===== src/rtl/aidan_mcnay_sipo_ctrl.sv =====
// rtl/aidan_mcnay_sipo_ctrl.sv - serial-in/parallel-out sequencing controller
//
// Accepts a bit-serial operand (MSB first) on a val/rdy stream, drives the
// attached SIPO shift register, counts nbits accepted bits, then presents the
// completed word downstream with a val/rdy hand-off.
//
// Ports:
//   clk        clock, rising edge
//   reset      asynchronous active-high reset
//   clear      synchronous abort of the current frame
//   ser_val    serial bit valid
//   ser_data   serial bit
//   ser_rdy    controller can accept a serial bit
//   sipo_en    SIPO shift enable
//   sipo_data  SIPO serial data in
//   par_val    SIPO data_out holds a complete operand
//   par_rdy    downstream accepts the operand
//   bit_count  bits accepted in the current frame
//   busy       frame in progress or awaiting hand-off
module aidan_mcnay_sipo_ctrl #(
   parameter int nbits = 16
) (
   input  logic                         clk,
   input  logic                         reset,
   input  logic                         clear,
   input  logic                         ser_val,
   input  logic                         ser_data,
   output logic                         ser_rdy,
   output logic                         sipo_en,
   output logic                         sipo_data,
   output logic                         par_val,
   input  logic                         par_rdy,
   output logic [$clog2(nbits+1)-1:0]   bit_count,
   output logic                         busy
);

   localparam int CW = $clog2(nbits + 1);

   localparam logic [1:0] IDLE  = 2'd0;
   localparam logic [1:0] SHIFT = 2'd1;
   localparam logic [1:0] DONE  = 2'd2;

   localparam logic [CW-1:0] CNT_ONE  = CW'(1);
   localparam logic [CW-1:0] CNT_LAST = CW'(nbits - 1);
   localparam logic [CW-1:0] CNT_FULL = CW'(nbits);

   logic [1:0]    state;
   logic [1:0]    state_next;
   logic [CW-1:0] count_next;
   logic          xfer;

   // clear blocks acceptance so an aborted cycle never shifts the SIPO
   assign ser_rdy   = ((state == IDLE) || (state == SHIFT)) && !clear;
   assign xfer      = ser_val && ser_rdy;
   assign sipo_en   = xfer;
   assign sipo_data = ser_data;

   // Moore outputs decoded straight from the state register
   assign par_val = (state == DONE);
   assign busy    = (state != IDLE);

   always_comb begin
      state_next = state;
      count_next = bit_count;
      if (clear) begin
         // abort wins over every transition, including a DONE hand-off
         state_next = IDLE;
         count_next = '0;
      end else begin
         case (state)
            IDLE: begin
               if (xfer) begin
                  count_next = CNT_ONE;
                  state_next = (nbits == 1) ? DONE : SHIFT;
               end
            end
            SHIFT: begin
               if (xfer) begin
                  if (bit_count == CNT_LAST) begin
                     count_next = CNT_FULL;
                     state_next = DONE;
                  end else begin
                     count_next = bit_count + CNT_ONE;
                  end
               end
            end
            DONE: begin
               if (par_rdy) begin
                  state_next = IDLE;
                  count_next = '0;
               end
            end
            default: begin
               state_next = IDLE;
               count_next = '0;
            end
         endcase
      end
   end

   always_ff @(posedge clk or posedge reset) begin
      if (reset) begin
         state     <= IDLE;
         bit_count <= '0;
      end else begin
         state     <= state_next;
         bit_count <= count_next;
      end
   end

endmodule


===== config.mk =====
export PLATFORM = sky130hd
export DESIGN_NAME = aidan_mcnay_sipo_ctrl
export DESIGN_NICKNAME = d
export VERILOG_FILES = /design/src/rtl/aidan_mcnay_sipo_ctrl.sv
export SDC_FILE = /design/constraint.sdc
export NUM_CORES = 1
export LEC_CHECK = 0
export ABC_CLOCK_PERIOD_IN_PS = 2000
export BUFFER_PORTS_ARGS = -buffer_cell sky130_fd_sc_hd__buf_2
export CAP_MARGIN = 20
export CORE_AREA = 2 2 39 41
export CTS_CLUSTER_DIAMETER = 150
export DETAILED_ROUTE_END_ITERATION = 16
export DIE_AREA = 0 0 41 43
export PLACE_DENSITY = 0.6
export SYNTH_ARGS = -nofsm -noshare
export SYNTH_HDL_FRONTEND = slang
export SYNTH_SLANG_ARGS = --single-unit

===== constraint.sdc =====
create_clock -name clk -period 2 [get_ports clk]
set_clock_uncertainty 0.2 [all_clocks]
set_input_delay 0.4 -clock clk [delete_from_list [all_inputs] [get_ports clk]]
set_output_delay 0.4 -clock clk [all_outputs]
set_load 0.03 [all_outputs]

==> run metrics, run 1 <==
status=completed; Worst-Margin Slew=294 ps; pin count of the biggest net entering global routing=11; Clk Latency, worst-skew pair=260 ps; Fin. Hold Viols=0; first-pass GRT wire length=1880 um; Synthesized Nets=53; Worst slew margin=0.804; simple-gate area share of the yosys netlist=0.331; max-slew violations=0; # diodes=0; Ports=16; Netlist cell types=27; Startpoint Class=register; Synth Register Bits=7; area share of fa/ha/maj cells after synthesis=0.0571; Area growth syn-to-layout=44.3%; met2 Use GR=0.216; non-filler cells, final=83; initial antenna violation count=0; Total GRT Usage=0.158; DR vias/cell=5.23; Tot Pwr=0.344 mW; Area contributors post-synth=dfrtp_1 40%, nand4b_1 6.0%, ha_1 5.7%, o21ai_0 4.6%, nand3_1 3.4%; share of power burned in registers=0.432; RSZ-0062 raised after global routing=true; share of the synthesized area in the top cell type=0.400; Internal Pwr Total=0.245 mW; worst-case clock buffer depth=2; cts bufs inserted=3; Port Buffers=13; Routed Antenna Nets=0; crit-path most repeated cell=ha_4; grt met1 use=0.226; Compound-Gate Fraction of Synth Area=0.157; period utilisation layout=0.990; xor/xnor share of the synthesized area=0; Final min period=1980 ps; GRT Max-Usage Layer=met1; drt first pass iters=4; core box area=1380 um^2; WP data arrival=1980 ps; Layout Nets=76; worst setup path class=register to register; root buffer cell=clkbuf_4; Ys Warns=0; die span in x=41 um; H-tree Lvls=1; syn_area_per_cell=9.73 um^2; Seq/Total Area, Yosys=0.400; CP bufs+invs=0; met3 GRT Util=0.0314; CP Max Fanout=4; vias in the first global route=394; drt initial violations=19; clk sinks=7; placed cells=77; Max-Cap Viols=0; Routability Congestion=0.728; drt wl/cell=13.3 um; share of layout cells above drive strength 1=0.507; Starting Density=0.316; DR vias=434; Worst EP required=2000 ps; fmax=505 MHz; post-DP HPWL=787 um; grt ovf=0; row count=14; DRC errors left=0; Leakage=0.294 nW; Fin Setup TNS=0 ps; Final setup viols=0; worst vdd ir=0.000448 V; Clk pin slew, worst setup/hold paths=60 ps; Post-Syn Instances=45; Hold Crit Class=input pin to register; worst hold slack=213 ps; Worst path top cell family by delay=simple AND/OR/NAND/NOR gates; Gate power share=0.180; synthesized cell area=438 um^2; area leader, netlist=dfrtp_1; fin util=0.457; Clk pwr share=0.388; Sw Share=0.289; most frequent cells in the layout=13 x buf_2, 6 x buf_4, 5 x dfrtp_1; commonest non-fill, non-tap cell in the layout=buf_2; DIE AREA=1760 um^2; Switch Pwr=0.0994 mW; endpoint class of the critical path=register; DRT Wirelength=1100 um; CP max-delay cell=or4b_4; mux contribution to synthesized area=0; Die Ht=43 um; main combinational cell family by area after synthesis=simple AND/OR/NAND/NOR gates; critical path's largest stage delay=460 ps; Pwr Density=544 nW/um^2; CTS tree=done; worst path cell trace=ha_4 > and3_4 > ha_4 > or4b_4 > o211ai_1 > a32o_1
-- timing repair --
action                     4_1_cts  5_1_grt
setup endpoints to repair        0        2
setup buffers                    0        1
gates resized for setup          0        4
hold endpoints to repair         7        0
hold buffers                     1        0
-- synthesized netlist by cell type (all sizes together) --
cell and n:
a21bo 1, a21oi 1, a22o 1, a32o 1, and2 2, and3 1, buf 2, dfrtp 7
ha 2, inv 3, nand2 1, nand2b 1, nand3 3, nand4 1, nand4b 3, nor2 1
nor2b 2, nor3 1, nor4b 1, o211ai 2, o21ai 4, or2 1, or3 1, or4b 2
-- logic make-up (layout without fill, tap and decap cells) --
logic type | Yosys count | after routing
adder cells (fa/ha/maj) | 2 | 2
flip-flops | 7 | 7
AO/OA/AOI/OAI | 10 | 10
buffers and inverters | 5 | 27
AND/OR/NAND/NOR | 21 | 21
-- stage by stage --
step	worst slack [ps]	cell area [um^2]
6_report	19.2	632
5_1_grt	-32.0	632
4_1_cts	11.4	603
3_5_place_dp	24.1	566
3_3_place_gp	21.1	566
2_1_floorplan	-11.0	455
-- cell type report --
| class | instances | area [um^2] |
|---|---|---|
| Fill cell | 135 | 752 |
| Multi-Input combinational cell | 33 | 275 |
| Sequential cell | 7 | 178 |
| Timing Repair Buffer | 20 | 120 |
| Clock buffer | 3 | 22.5 |
| Tap cell | 16 | 20.0 |
| Inverter | 3 | 11.3 |
| Clock inverter | 1 | 5.00 |
-- worst paths after layout --
path	startpoint	end	slack (ps)	cells past startpoint
setup / recovery	bit_count[0]$_DFFE_PP0P_	bit_count[2]$_DFFE_PP0P_	20	6
hold / removal	clear	state[1]$_DFFE_PP0P_	210	2
setup reg to reg	bit_count[0]$_DFFE_PP0P_	bit_count[2]$_DFFE_PP0P_	20	6
hold reg to reg	bit_count[3]$_DFFE_PP0P_	bit_count[3]$_DFFE_PP0P_	370	1
max in group asynchronous	reset	bit_count[1]$_DFFE_PP0P_	930	3
min in group asynchronous	reset	bit_count[2]$_DFFE_PP0P_	430	3
-- flip-flops by register name (all words and copies together), names as in the netlist --
name and count:
state 2, bit_count 5
-- per-layer routing --
layer | up-vias | routed length [um]
met2 | 14 | 522
met5 | - | 0
li1 | 210 | -
met3 | 4 | 49
met1 | 206 | 513
met4 | 0 | 18
-- power groups by stage --
stage	sequential, mW	combinational, mW	clock (mW)
after floorplan	0.156	0.0326	0
after global placement	0.151	0.0576	0
after detailed placement	0.151	0.0580	0
after CTS	0.148	0.0599	0.136
after global routing	0.149	0.0676	0.151
final	0.149	0.0620	0.133
Power figures use the tool's default switching activity.
==> run 2, diff against run 1 <==
==> constraint.sdc (replaced) <==
create_clock -name clk -period 2 [get_ports clk]
set_clock_uncertainty 0.2 [all_clocks]
set_input_delay 0.1 -clock clk [delete_from_list [all_inputs] [get_ports clk]]
set_output_delay 0.1 -clock clk [all_outputs]
set_load 0.03 [all_outputs]
==> run metrics, run 2 (same netlist as run 1, synthesis figures left out) <==
Clk pwr share=0.386 (-0.002); DR vias/cell=5.11 (-2.2%); row count=14 (unchanged); final worst slack=20.1 ps (+0.934 ps); Final min period=1980 ps (-0.934 ps); design area=667 um^2 (+5.5%); Reg with most FFs=bit_count; most frequent cells in the layout=13 x buf_2, 7 x buf_4, 5 x dfrtp_1; Max-Cap Viols=0 (unchanged); die span in x=41 um (unchanged); pin count of the biggest net entering global routing=11 (unchanged); fmax=505 MHz (about the same); Fin Setup TNS=0 ps (unchanged); commonest non-fill, non-tap cell in the layout=buf_2; DIE AREA=1760 um^2 (unchanged); cts bufs inserted=3 (unchanged); Worst EP required=2000 ps (about the same); vias in the first global route=406 (+3.0%); Internal Pwr Total=0.248 mW (+1.6%); root buffer cell=clkbuf_4; Die Ht=43 um (unchanged); initial antenna violation count=0 (unchanged); worst vdd ir=0.000450 V (+0.42%); grt ovf=0 (unchanged); DRT Wirelength=1120 um (+1.9%); Gate power share=0.189 (+0.009); DP Worst Slack=24.1 ps (unchanged); Area growth syn-to-layout=52.3%; share of layout cells above drive strength 1=0.479 (-0.0286); worst setup path class=register to register; drt first pass iters=4 (unchanged); Fin. Hold Viols=0 (unchanged); WP data arrival=1980 ps (about the same); # diodes=0 (unchanged); first-pass GRT wire length=1910 um (+1.5%); Final setup viols=0 (unchanged); share of power burned in registers=0.425 (-0.007); CP Max Fanout=4 (unchanged); Area after DPL=566 um^2 (unchanged); Worst slew margin=0.804 (about the same); core box area=1380 um^2 (unchanged); Ports=16 (unchanged); clk sinks=7 (unchanged); Clk Latency, worst-skew pair=260 ps (about the same); Worst-Margin Slew=294 ps (-0.317 ps); status=completed; drt initial violations=15 (-4); CTS tree=done; max FFs per register=5 (unchanged); Sw Share=0.289 (about the same); Routed Antenna Nets=0 (unchanged); Clk pin slew, worst setup/hold paths=60 ps (about the same); Switch Pwr=0.101 mW (+1.5%); Port Buffers=13 (unchanged); biggest regs=bit_count: 5 flops, state: 2 flops; DRC errors left=0 (unchanged); Layout Nets=80 (+5.3%); Starting Density=0.316 (unchanged); drt wl/cell=12.9 um (-2.8%); Startpoint Class=register; post-DP HPWL=787 um (unchanged); Total GRT Usage=0.160 (+0.00202); DR vias=445 (+2.5%); Hold Crit Class=input pin to output pin; max-slew violations=0 (unchanged); Leakage=0.312 nW (+6.0%); H-tree Lvls=1 (unchanged); Pwr Density=524 nW/um^2 (-3.8%); worst-case clock buffer depth=2 (unchanged); endpoint class of the critical path=register; period utilisation layout=0.990 (about the same); Routability Congestion=0.728 (unchanged)
## run 2: stage by stage
| step | hold slack, ps | total power, mW | instances | util |
|---|---|---|---|---|
| floorplan | -297 | 0.189 | 45 | - |
| global placement | -154 | 0.208 | 77 | 0.409 |
| detailed placement | -144 | 0.209 | 77 | 0.409 |
| CTS | 0.222 | 0.349 | 85 | 0.458 |
| global route | 0.201 | 0.371 | 87 | 0.482 |
| finish | 0.0670 | 0.349 | 87 | 0.482 |
## run 2: power by group through the flow
stage | clock (mW) | combinational [mW] | sequential, mW
after detailed placement | 0 | 0.0580 | 0.151
after global placement | 0 | 0.0576 | 0.151
after floorplan | 0 | 0.0326 | 0.156
final | 0.135 | 0.0660 | 0.149
after CTS | 0.136 | 0.0644 | 0.148
after global routing | 0.151 | 0.0721 | 0.149
## run 2: layout make-up
cell class,count,area [um^2]
inverters,3,11.3
clock inverters,1,5.00
multi-input cells,33,273
fillers,131,717
repair buffers,24,158
clock buffers,3,22.5
well taps,16,20.0
flip-flops and latches,7,178
## run 2: path summary, 6_finish.rpt
check | endpoint | startpoint | depth (start not counted) | slack [ps]
max in group asynchronous | bit_count[1]$_DFFE_PP0P_ | reset | 3 | 1230
worst min register to register | bit_count[3]$_DFFE_PP0P_ | bit_count[3]$_DFFE_PP0P_ | 1 | 370
worst max-delay path | bit_count[2]$_DFFE_PP0P_ | bit_count[0]$_DFFE_PP0P_ | 6 | 20
worst max register to register | bit_count[2]$_DFFE_PP0P_ | bit_count[0]$_DFFE_PP0P_ | 6 | 20
worst min-delay path | sipo_data | ser_data | 0 | 0.07
min in group asynchronous | bit_count[2]$_DFFE_PP0P_ | reset | 3 | 120
## run 2: worst max-delay path, cell delays in order (launching register included)
cell	delay (ps)
dfrtp_2	420
ha_4	160
and3_4	170
ha_4	160
or4b_4	460
o211ai_1	200
a32o_1	140
## run 2: what timing repair did
item	CTS	global route
setup endpoints to repair	0	2
buffers inserted	0	2
endpoints found under the hold margin	11	0
hold buffers	4	0
resized for setup	0	3
## run 2: per-layer routing
layer,part of all wire,GRT usage,up-vias
met5,0,0,-
met4,0.0098,0.0800,0
met3,0.035,0.0314,2
met2,0.48,0.222,10
met1,0.48,0.226,213
li1,-,-,220
==> run 3, diff against run 2 <==
--- a/config.mk
+++ b/config.mk
@@ -12,7 +12,7 @@
 export CTS_CLUSTER_DIAMETER = 150
 export DETAILED_ROUTE_END_ITERATION = 16
 export DIE_AREA = 0 0 41 43
-export PLACE_DENSITY = 0.6
+export PLACE_DENSITY = 0.68
 export SYNTH_ARGS = -nofsm -noshare
 export SYNTH_HDL_FRONTEND = slang
 export SYNTH_SLANG_ARGS = --single-unit
==> run metrics, run 3 (same netlist as run 1, synthesis figures left out) <==
cts bufs inserted=3 (unchanged); Final min period=1970 ps (-9.21 ps); Worst path top cell family by delay=simple AND/OR/NAND/NOR gates; initial antenna violation count=0 (unchanged); Worst EP required=1990 ps (about the same); pin count of the biggest net entering global routing=11 (unchanged); # diodes=0 (unchanged); most frequent cells in the layout=13 x buf_2, 5 x dfrtp_1, 5 x buf_4; max FFs per register=5 (unchanged); fmax=507 MHz (+0.47%); design area=651 um^2 (-2.4%); status=completed; critical path's largest stage delay=470 ps (about the same); Hold Crit Class=input pin to output pin; endpoint class of the critical path=register; first-pass GRT wire length=1850 um (-3.2%); period utilisation layout=0.985 (-0.00460); Routed Antenna Nets=0 (unchanged); worst hold slack=0.279 ps (+0.212 ps); worst setup path class=register to register; Routability Congestion=0.751 (+3.1%); Total GRT Usage=0.159 (-0.00101); Ports=16 (unchanged); DRT Wirelength=1170 um (+4.4%); root buffer cell=clkbuf_4; CP Max Fanout=3 (-1); worst vdd ir=0.000235 V (-48%); Starting Density=0.316 (unchanged); vias in the first global route=425 (+4.7%); DR vias/cell=5.24 (+2.4%); Tot Pwr=0.344 mW (-1.4%); Worst slew margin=0.750 (-0.0544); max-slew violations=0 (unchanged); non-filler cells, final=85 (-2.3%); Area growth syn-to-layout=48.6%; CTS tree=done; grt ovf=0 (unchanged); H-tree Lvls=1 (unchanged); DRC errors left=0 (unchanged); biggest regs=bit_count: 5 flops, state: 2 flops; die span in x=41 um (unchanged); Max-Cap Viols=0 (unchanged); Startpoint Class=register; WP data arrival=1960 ps (-20 ps); Area after DPL=566 um^2 (unchanged); crit-path most repeated cell=ha_4; clk sinks=7 (unchanged); reg-to-reg slack, setup=30 ps (about the same); Port Buffers=13 (unchanged); drt initial violations=5 (-10); drt wl/cell=13.8 um (+6.9%); worst-case clock buffer depth=2 (unchanged); drt first pass iters=2 (-2); Clk pin slew, worst setup/hold paths=60 ps (about the same); worst path cell trace=ha_4 > and3_4 > ha_4 > or4b_4 > o211ai_1 > a32o_1; row count=14 (unchanged); post-DP HPWL=851 um (+8.2%); DIE AREA=1760 um^2 (unchanged); RSZ-0062 raised after global routing=true; CP max-delay cell=or4b_4; Die Ht=43 um (unchanged); placed cells=77 (unchanged); commonest non-fill, non-tap cell in the layout=buf_2; Reg with most FFs=bit_count; Final setup viols=0 (unchanged); DR vias=445 (unchanged); Fin. Hold Viols=0 (unchanged); core box area=1380 um^2 (unchanged); share of layout cells above drive strength 1=0.449 (-0.0296); Layout Nets=78 (-2.5%); Leakage=0.298 nW (-4.5%); Clk Latency, worst-skew pair=250 ps (about the same); Filler Cell Count=136 (+3.8%); Pwr Density=529 nW/um^2 (+1.0%); CP bufs+invs=0 (unchanged); Worst-Margin Slew=370 ps (+76.8 ps)
-- run 3: cell types whose count changed in the layout (fill, tap and decap cells not counted), sizes merged --
cell / previous run / this run
buf: 20 / 18
clkbuf: 3 / 4
clkinv: 1 / 0
-- run 3: metrics by stage --
| step | setup slack [ps] | TNS [ps] | utilization |
|---|---|---|---|
| global placement | 70.5 | 0 | 0.409 |
| global route | -65.6 | -65.6 | 0.470 |
| finish | 29.3 | 0 | 0.470 |
| floorplan | -11.0 | -11.0 | - |
| detailed placement | 26.8 | 0 | 0.409 |
| CTS | 3.86 | 0 | 0.457 |
-- run 3: repair_timing --
action / 4_1_cts / 5_1_grt
hold endpoints to repair: 11 / 0
hold buffers: 4 / 0
endpoints found under the setup margin: 0 / 1
resized for setup: 0 / 3
setup buffers: 0 / 0
-- run 3: cell type report --
class,count,area (um^2),share of cell area
multi-input combinational,33,273,0.419
sequential,7,178,0.273
timing repair buffer,22,143,0.219
clock buffer,4,26.3,0.0404
tap,16,20.0,0.0308
inverter,3,11.3,0.0173
-- run 3: path summary, 6_finish.rpt --
check | from | to | cells after the start
max reg2reg | bit_count[1]$_DFFE_PP0P_ | bit_count[2]$_DFFE_PP0P_ | 6
min | ser_data | sipo_data | 0
max | bit_count[1]$_DFFE_PP0P_ | bit_count[2]$_DFFE_PP0P_ | 6
max in group asynchronous | reset | bit_count[0]$_DFFE_PP0P_ | 3
min in group asynchronous | reset | bit_count[3]$_DFFE_PP0P_ | 3
min reg2reg | bit_count[3]$_DFFE_PP0P_ | bit_count[3]$_DFFE_PP0P_ | 1
-- run 3: per-layer routing --
metal / global-route usage / vias to the layer above / share of wire
met5: 0 / - / 0
met4: 0.100 / 0 / 0.012
li1: - / 221 / -
met2: 0.231 / 10 / 0.52
met3: 0.0314 / 2 / 0.032
met1: 0.203 / 212 / 0.44
-- run 3: report_power, final --
| part | switching (mW) | internal, mW | total (mW) |
|---|---|---|---|
| clock network | 0.0539 | 0.0763 | 0.130 |
| logic | 0.0365 | 0.0287 | 0.0652 |
| registers | 0.00309 | 0.146 | 0.149 |
